### src/rtl/spi_master_sched.sv
// spi_master_sched: two-requester mode-0 SPI master, 8-bit MSB-first; define SPI_SCHED_RR_EN for round-robin arbitration (default fixed priority)
module spi_master_sched #(
    parameter int CLK_DIV = 4,
    parameter int SS_GAP  = 2
) (
    input  logic       PCLK,
    input  logic       PRESET,
    input  logic [1:0] REQ,
    input  logic [7:0] TX_DATA0,
    input  logic [7:0] TX_DATA1,
    output logic [1:0] GNT,
    output logic [1:0] DONE,
    output logic [7:0] RX_DATA,
    output logic       BUSY,
    output logic       SCK,
    output logic       SS,
    output logic       MOSI,
    input  logic       MISO
);
    localparam logic [2:0] IDLE  = 3'd0;
    localparam logic [2:0] SETUP = 3'd1;
    localparam logic [2:0] HIGH  = 3'd2;
    localparam logic [2:0] LOW   = 3'd3;
    localparam logic [2:0] HOLD  = 3'd4;
    localparam logic [2:0] GAP   = 3'd5;
    logic [2:0] state;
    logic [2:0] bits;
    logic [7:0] cnt;
    logic [7:0] tx_sel;
    logic [7:0] rx;
    logic [6:0] tx;
    logic       win;
    logic       who;
    logic       step;
`ifdef SPI_SCHED_RR_EN
    logic last;
    always_ff @(posedge PCLK)
        if (PRESET) last <= 1'b1;
        else if (state == IDLE && |REQ) last <= win;
    assign win = &REQ ? ~last : REQ[1];
`else
    assign win = ~REQ[0];
`endif
    assign tx_sel = win ? TX_DATA1 : TX_DATA0;
    // GAP runs one cycle short: the IDLE cycle that follows completes the SS high time
    assign step = (state == GAP) ? (cnt == 8'(SS_GAP - 2)) : (cnt == 8'(CLK_DIV - 1));
    always_ff @(posedge PCLK) begin
        if (PRESET) begin
            state   <= IDLE;
            cnt     <= 8'd0;
            bits    <= 3'd0;
            tx      <= 7'd0;
            rx      <= 8'd0;
            who     <= 1'b0;
            GNT     <= 2'b00;
            DONE    <= 2'b00;
            RX_DATA <= 8'h00;
            BUSY    <= 1'b0;
            SCK     <= 1'b0;
            SS      <= 1'b1;
            MOSI    <= 1'b0;
        end else begin
            GNT  <= 2'b00;
            DONE <= 2'b00;
            cnt  <= (state == IDLE || step) ? 8'd0 : cnt + 8'd1;
            case (state)
                IDLE: if (|REQ) begin
                    who   <= win;
                    tx    <= tx_sel[6:0];
                    MOSI  <= tx_sel[7];
                    GNT   <= win ? 2'b10 : 2'b01;
                    SS    <= 1'b0;
                    BUSY  <= 1'b1;
                    bits  <= 3'd0;
                    state <= SETUP;
                end
                SETUP, LOW: if (step) begin
                    SCK   <= 1'b1;
                    state <= HIGH;
                end
                HIGH: if (step) begin
                    SCK   <= 1'b0;
                    rx    <= {rx[6:0], MISO};
                    tx    <= {tx[5:0], 1'b0};
                    MOSI  <= tx[6];
                    bits  <= bits + 3'd1;
                    state <= (bits == 3'd7) ? HOLD : LOW;
                end
                HOLD: if (step) begin
                    SS      <= 1'b1;
                    RX_DATA <= rx;
                    DONE    <= who ? 2'b10 : 2'b01;
                    MOSI    <= 1'b0;
                    BUSY    <= SS_GAP > 1;
                    state   <= (SS_GAP > 1) ? GAP : IDLE;
                end
                GAP: if (step) begin
                    BUSY  <= 1'b0;
                    state <= IDLE;
                end
                default: state <= IDLE;
            endcase
        end
    end
endmodule

### config.mk
export PLATFORM = sky130hd
export DESIGN_NAME = spi_master_sched
export DESIGN_NICKNAME = d
export VERILOG_FILES = /design/src/rtl/spi_master_sched.sv
export SDC_FILE = /design/constraint.sdc
export NUM_CORES = 1
export LEC_CHECK = 0
export CAP_MARGIN = 40
export CORE_ASPECT_RATIO = 0.6
export CORE_MARGIN = 3
export CORE_UTILIZATION = 51
export CTS_CLUSTER_DIAMETER = 80
export CTS_CLUSTER_SIZE = 24
export DETAILED_ROUTE_END_ITERATION = 12
export PLACE_DENSITY = 0.78
export SETUP_SLACK_MARGIN = 0.02
export SYNTH_ARGS = -nofsm -noshare
export SYNTH_HDL_FRONTEND = slang
export SYNTH_SLANG_ARGS = --single-unit
### constraint.sdc
create_clock -name PCLK -period 2.3 [get_ports PCLK]
set_clock_uncertainty 0.15 [all_clocks]
set_input_delay 0.23 -clock PCLK [delete_from_list [all_inputs] [get_ports PCLK]]
set_output_delay 0.23 -clock PCLK [all_outputs]
set_load 0.02 [all_outputs]
==> impl_metrics.env, run 1 <==
export IMPL_outcome="finished clean"
export IMPL_yosys_warnings=0
export IMPL_grtUsageTotal_pct=18.9
export IMPL_wl_per_cell_um=13.4
export IMPL_first_pass_iters=4
export IMPL_worst_endpoint_arrival_ns=2.15
export IMPL_cp_slowest_stage_delay_ns=0.38
export IMPL_core_rowCount=16
export IMPL_clock_tree_buffer_depth=2
export IMPL_synth_net_count=249
export IMPL_grt_first_pass_wirelength_mm=6.73
export IMPL_timing_hold_worst_class="register to register"
export IMPL_worstMarginPinSlew_ns=0.591
export IMPL_power_density_cells_nw_per_um2=657
export IMPL_post_synth_instance_area_um2=2000
export IMPL_postRouteAntennaNets=0
export IMPL_final_critical_path_time_including_i_o_delays_and_setup_ns=2.11
export IMPL_tns_ns=0
export IMPL_synth_avg_cell_area_um2=8.93
export IMPL_tritoncts="done"
export IMPL_grt_start_max_net_pins=23
export IMPL_timing_max_slew_rel_slack_pct=60.5
export IMPL_critPathSlowestCell="sky130_fd_sc_hd__dfxtp_1"
export IMPL_die_w_um=86.9
export IMPL_critical_path_reg2reg_startpoint="cnt[0]$_SDFF_PP0_"
export IMPL_floorplan_io_pins=37
export IMPL_r2r_end="RX_DATA[0]$_SDFFE_PP0P_"
export IMPL_cts_inserted_buffers=5
export IMPL_synth_top_cells_by_area="sky130_fd_sc_hd__dfxtp_1, sky130_fd_sc_hd__nand2_1, sky130_fd_sc_hd__a21oi_1"
export IMPL_end_kind="register"
export IMPL_syn_inst=224
export IMPL_initial_core_util_pct=57.1
export IMPL_criticalPathCategory="register to register"
export IMPL_timing_critical_path_cells="ha_1, nor3b_2, and2_1, nand3_2, nor2b_1, a22o_1"
export IMPL_crit_path_start_kind="register"
export IMPL_route_detailed_vias_per_inst=5.40
export IMPL_synth_largest_area_cell="sky130_fd_sc_hd__dfxtp_1"
export IMPL_clk_pin_slew_ns=0.09
export IMPL_leakagePower_nw=0.942
export IMPL_globalRouteOverflowTotal=0
export IMPL_postSynthRegisterBits=46
export IMPL_final_layout_size_suffix_gt1_share_pct=10.8
export IMPL_coreArea_um2=3500
export IMPL_worstHoldStart="SS$_SDFFE_PP1P_"
export IMPL_hold_path_end="SS$_SDFFE_PP1P_"
export IMPL_first_global_vias=1419
export IMPL_rsz0062_at_grt="no"
export IMPL_initial_antenna_violation_count=0
export IMPL_synthDominantCellAreaShare_pct=46.0
export IMPL_worstPathRequired_ns=2.34
export IMPL_drt_total_wl_mm=4.10
export IMPL_cts_htree_levels=2
export IMPL_cap_viol_max_count=0
export IMPL_final_setup_viol_count=0
export IMPL_slew_viol_final=0
export IMPL_holdBufCountCts=0
export IMPL_die_footprint_um2=4740
export IMPL_net_count_reported_at_finish=284
export IMPL_synth_top_flop_cell="sky130_fd_sc_hd__dfxtp_1"
export IMPL_routabilityCongestion=0.871
export IMPL_reg2reg_setup_slack_ns=0.19
export IMPL_synth_cell_types=42
export IMPL_hold_violations=0
export IMPL_first_iter_violations=130
export IMPL_die_y_um=54.5
export IMPL_timing_fmax_mhz=474
export IMPL_layout_common_cells="sky130_fd_sc_hd__dfxtp_1, sky130_fd_sc_hd__clkdlybuf4s50_1, sky130_fd_sc_hd__nand2_1"
export IMPL_asyncSetResetFlopFracSynth_pct=0
export IMPL_final_period_utilization_pct=91.8
export IMPL_numPortBuffers=36
export IMPL_clock_sinks=46
export IMPL_timing_hold_ws_ns=0.300
export IMPL_power_ir_vdd_worst_v=0.000593
export IMPL_seq_area_frac_synth_pct=46.0
export IMPL_insertion_delay_ns=0.29
export IMPL_antenna_cells_inserted=0
export IMPL_clk_root_buffer_cell="sky130_fd_sc_hd__clkbuf_8"
export IMPL_r2r_cells=6
export IMPL_detailed_place_hpwl_mm=3.08
export IMPL_edff_count_synth=0
export IMPL_layout_cells_most_common="sky130_fd_sc_hd__dfxtp_1"
export IMPL_number_of_cells_traversed_by_the_worst_hold_path=2
export IMPL_final_fill_count=263
export IMPL_areaGrowthSynthToFinish_pct=24.8
export IMPL_dr_total_vias=1646
export IMPL_timing_critical_path_fanout_max=9
export IMPL_drc=0
## what timing repair did
item,CTS,global route
gates resized for setup,0,1
setup endpoints to repair,0,10
buffers inserted,0,0
hold endpoints to repair,0,0
## state kept, by name, summed over array words and instances (netlist names)
register and count:
RX_DATA 8, cnt 8, rx 8, tx 7, bits 3, state 3, DONE 2, GNT 2
BUSY 1, MOSI 1, SCK 1, SS 1, who 1
## synthesized netlist by cell type, types with 2 or more instances
cell                        n
sky130_fd_sc_hd__a211o_1    6
sky130_fd_sc_hd__a21oi_1   20
sky130_fd_sc_hd__a21oi_2    2
sky130_fd_sc_hd__a22o_1     8
sky130_fd_sc_hd__a31oi_1    2
sky130_fd_sc_hd__and2_1     3
sky130_fd_sc_hd__and3_1     2
sky130_fd_sc_hd__buf_2      3
sky130_fd_sc_hd__buf_6      2
sky130_fd_sc_hd__clkbuf_1   6
sky130_fd_sc_hd__dfxtp_1   46
sky130_fd_sc_hd__ha_1       4
sky130_fd_sc_hd__inv_1      4
sky130_fd_sc_hd__mux2_2     2
sky130_fd_sc_hd__mux2i_1    7
sky130_fd_sc_hd__nand2_1   34
sky130_fd_sc_hd__nand2b_1   2
sky130_fd_sc_hd__nand3_1    6
sky130_fd_sc_hd__nand3_2    2
sky130_fd_sc_hd__nor2_1    25
sky130_fd_sc_hd__nor2_2     2
sky130_fd_sc_hd__nor2b_1    3
sky130_fd_sc_hd__nor3_1     6
sky130_fd_sc_hd__nor3b_1    2
sky130_fd_sc_hd__o21ai_0    3
sky130_fd_sc_hd__xnor2_1    4
sky130_fd_sc_hd__xor2_1     3
## cells by family after synthesis
family	after synthesis	share of synthesized area, %
compound gates	49	16.9
mux	9	4.63
simple gates	92	22.5
buf+inv	17	4.31
flops	46	46.0
fa+ha+maj	4	2.50
xor+xnor	7	3.06
## how the worst max path moves through the flow
stage                      startpoint                      end  depth (start not counted)
floorplan           cnt[0]$_SDFF_PP0_  RX_DATA[7]$_SDFFE_PP0P_                          7
global placement    cnt[0]$_SDFF_PP0_  RX_DATA[1]$_SDFFE_PP0P_                          6
detailed placement  cnt[0]$_SDFF_PP0_  RX_DATA[0]$_SDFFE_PP0P_                          6
CTS                 cnt[0]$_SDFF_PP0_  RX_DATA[0]$_SDFFE_PP0P_                          6
global route        cnt[0]$_SDFF_PP0_  RX_DATA[5]$_SDFFE_PP0P_                          6
finish              cnt[0]$_SDFF_PP0_  RX_DATA[0]$_SDFFE_PP0P_                          6
## area by class of cell
class / count / area [µm²] / share of cell area, %
Multi-Input combinational cell: 161 / 998 / 40.0
Timing Repair Buffer: 41 / 398 / 15.9
Clock buffer: 5 / 68.8 / 2.76
Inverter: 4 / 15.0 / 0.601
Sequential cell: 46 / 921 / 36.9
Tap cell: 45 / 56.3 / 2.25
Clock inverter: 3 / 40.0 / 1.60
## stage by stage
stage | total power [mW] | area (µm²) | utilization [%] | setup slack [ns] | instances
final | 1.64 | 2500 | 71.3 | 0.189 | 305
after global routing | 1.71 | 2500 | 71.3 | 0.0203 | 305
after CTS | 1.65 | 2490 | 71.1 | 0.0823 | 305
after detailed placement | 1.07 | 2380 | 68.0 | 0.106 | 297
after global placement | 1.07 | 2380 | 68.0 | 0.172 | 297
after floorplan | 1.00 | 2000 | - | 0.298 | 224
## routing by layer
metal	share of wire, %	wire [µm]	global-route usage, %	vias up
met2	37	1540	24.3	53
met1	55	2270	29.6	747
met4	0.37	15	2.33	0
met3	6.9	281	6.92	4
met5	0	0	0	-
li1	-	-	-	842
## report_power, final
group	internal, mW	total (mW)	switching [mW]
Sequential	0.825	0.849	0.0235
Clock	0.320	0.586	0.266
Combinational	0.102	0.206	0.104
## worst max-delay path, delay by kind of cell, from the launching register on
family,cells,cell delay [ns]
AND/OR/NAND/NOR,4,0.93
flip-flops,1,0.38
AO/OA/AOI/OAI,1,0.28
adder cells (fa/ha/maj),1,0.28
(Power assumes the default switching activity.)
==> inputs of run 2 (changes only) <==
CORE_UTILIZATION = 54   (was 51)
CTS_BUF_LIST = sky130_fd_sc_hd__clkbuf_8   (was unset)
PLACE_DENSITY = 0.88   (was 0.78)
==> impl_metrics.env, run 2 (same netlist as run 1, synthesis figures left out) <==
export IMPL_layout_common_cells="sky130_fd_sc_hd__dfxtp_1, sky130_fd_sc_hd__clkdlybuf4s50_1, sky130_fd_sc_hd__nand2_1"
export IMPL_grtUsageTotal_pct=20.5
export IMPL_final_setup_viol_count=0
export IMPL_layout_cells_most_common="sky130_fd_sc_hd__dfxtp_1"
export IMPL_timing_fmax_mhz=481
export IMPL_initial_antenna_violation_count=0
export IMPL_antenna_cells_inserted=0
export IMPL_timing_hold_ws_ns=0.307
export IMPL_cap_viol_max_count=0
export IMPL_globalRouteOverflowTotal=0
export IMPL_wl_per_cell_um=14.2
export IMPL_outcome="finished clean"
export IMPL_slew_viol_final=0
export IMPL_numPortBuffers=36
export IMPL_final_period_utilization_pct=90.4
export IMPL_first_pass_iters=4
export IMPL_floorplan_io_pins=37
export IMPL_routabilityCongestion=0.873
export IMPL_first_iter_violations=198
export IMPL_final_fill_count=263
export IMPL_cts_htree_levels=2
export IMPL_final_critical_path_time_including_i_o_delays_and_setup_ns=2.08
export IMPL_post_cts_buffers=0
export IMPL_crit_path_start_kind="register"
export IMPL_power_density_cells_nw_per_um2=627
export IMPL_first_global_vias=1452
export IMPL_die_footprint_um2=4500
export IMPL_rsz0062_at_grt="no"
export IMPL_biggestRegsByFlops="RX_DATA: 8 flops, cnt: 8 flops, rx: 8 flops"
export IMPL_dr_total_vias=1656
export IMPL_clock_tree_buffer_depth=2
export IMPL_met2WireLength_mm=1.82
export IMPL_criticalPathCategory="register to register"
export IMPL_timing_hold_worst_class="register to register"
export IMPL_grt_start_max_net_pins=17
export IMPL_worst_endpoint_arrival_ns=2.18
export IMPL_tritoncts="done"
export IMPL_grt_first_pass_wirelength_mm=7.07
export IMPL_timing_critical_path_cells="ha_1, nor3b_2, and2_1, nand3_2, nor2b_1, a22o_1"
export IMPL_tns_ns=0
export IMPL_critPathSlowestCell="sky130_fd_sc_hd__nor2b_1"
export IMPL_clk_root_buffer_cell="sky130_fd_sc_hd__clkbuf_8"
export IMPL_final_layout_size_suffix_gt1_share_pct=11.1
export IMPL_cpLargestDelayFamily="simple AND/OR/NAND/NOR gates"
export IMPL_end_kind="register"
export IMPL_routed_wl_met3_um=350
export IMPL_worstPathRequired_ns=2.40
export IMPL_die_w_um=84.6
export IMPL_routedLengthMet1_mm=2.16
export IMPL_cts_inserted_buffers=5
export IMPL_drc=0
export IMPL_coreArea_um2=3400
export IMPL_cp_slowest_stage_delay_ns=0.51
export IMPL_clk_pin_slew_ns=0.09
export IMPL_insertion_delay_ns=0.30
export IMPL_initial_core_util_pct=58.8
export IMPL_timing_max_slew_rel_slack_pct=61.3
export IMPL_top_layer_used="met4"
export IMPL_leakagePower_nw=0.934
export IMPL_net_count_reported_at_finish=285
export IMPL_clock_sinks=46
export IMPL_worstMarginPinSlew_ns=0.579
export IMPL_areaGrowthSynthToFinish_pct=24.5
export IMPL_hold_violations=0
export IMPL_die_y_um=53.2
export IMPL_timing_critical_path_fanout_max=9
export IMPL_route_detailed_vias_per_inst=5.41
export IMPL_power_ir_vdd_worst_v=0.000362
export IMPL_drt_total_wl_mm=4.34
export IMPL_postRouteAntennaNets=0
export IMPL_critical_path_n_buffers_inverters=0
export IMPL_detailed_place_hpwl_mm=3.24
export IMPL_core_rowCount=16
## run 2: cell types whose count changed in the layout (fill, tap and decap cells not counted), sizes merged
cell      previous run  this run
buf                  5         6
bufinv               1         0
clkinv               2         1
clkinvlp             0         1
inv                  4         5
## run 2: layout make-up
| cell class | count | area, µm² | area share, % |
|---|---|---|---|
| sequential | 46 | 921 | 37.0 |
| multi-input combinational | 161 | 998 | 40.1 |
| inverter | 4 | 15.0 | 0.603 |
| timing repair buffer | 42 | 405 | 16.3 |
| tap | 45 | 56.3 | 2.26 |
| clock inverter | 3 | 25.0 | 1.01 |
| clock buffer | 5 | 68.8 | 2.76 |
## run 2: path summary, 6_finish.rpt
kind	endpoint	slack [ns]	from	cells after the start
setup / recovery	RX_DATA[3]$_SDFFE_PP0P_	0.22	cnt[0]$_SDFF_PP0_	6
hold / removal	tx[6]$_SDFFE_PP0P_	0.31	tx[6]$_SDFFE_PP0P_	2
setup reg to reg	RX_DATA[3]$_SDFFE_PP0P_	0.22	cnt[0]$_SDFF_PP0_	6
hold reg to reg	tx[6]$_SDFFE_PP0P_	0.31	tx[6]$_SDFFE_PP0P_	2
## run 2: metal layers
| layer | vias to the layer above | track usage (%) |
|---|---|---|
| met4 | 0 | 6.32 |
| li1 | 847 | - |
| met3 | 2 | 5.29 |
| met1 | 737 | 28.7 |
| met2 | 70 | 30.9 |
| met5 | - | 0 |
## run 2: tightest hold or removal path: stages, from the launching register on
cell and delay, ns:
sky130_fd_sc_hd__dfxtp_1 0.32, sky130_fd_sc_hd__nand2_1 0.05, sky130_fd_sc_hd__a21oi_1 0.05
## run 2: power by group
part | leakage, nW | internal, mW | switching, mW
Sequential | 0.374 | 0.825 | 0.0247
Combinational | 0.515 | 0.103 | 0.105
Clock | 0.0447 | 0.219 | 0.284
Total | 0.934 | 1.15 | 0.414
## run 2: stage by stage
step / instances / worst slack [ns] / cell area (µm²) / util (%) / power (mW)
finish: 306 / 0.220 / 2490 / 73.2 / 1.56
global route: 306 / 0.0364 / 2490 / 73.2 / 1.62
CTS: 306 / 0.114 / 2480 / 73.0 / 1.57
detailed placement: 298 / 0.123 / 2390 / 70.3 / 1.07
global placement: 298 / 0.226 / 2390 / 70.3 / 1.07
floorplan: 224 / 0.298 / 2000 / - / 1.00
## run 2: repair_timing
action	4_1_cts	5_1_grt
setup endpoints to repair	0	9
gates resized for setup	0	1
hold buffers	0	0
==> inputs of run 3 (changes only) <==
CAP_MARGIN = 15   (was 40)
==> results of run 3 <==
Final layout, timing and power as in run 2 (identical DEF).
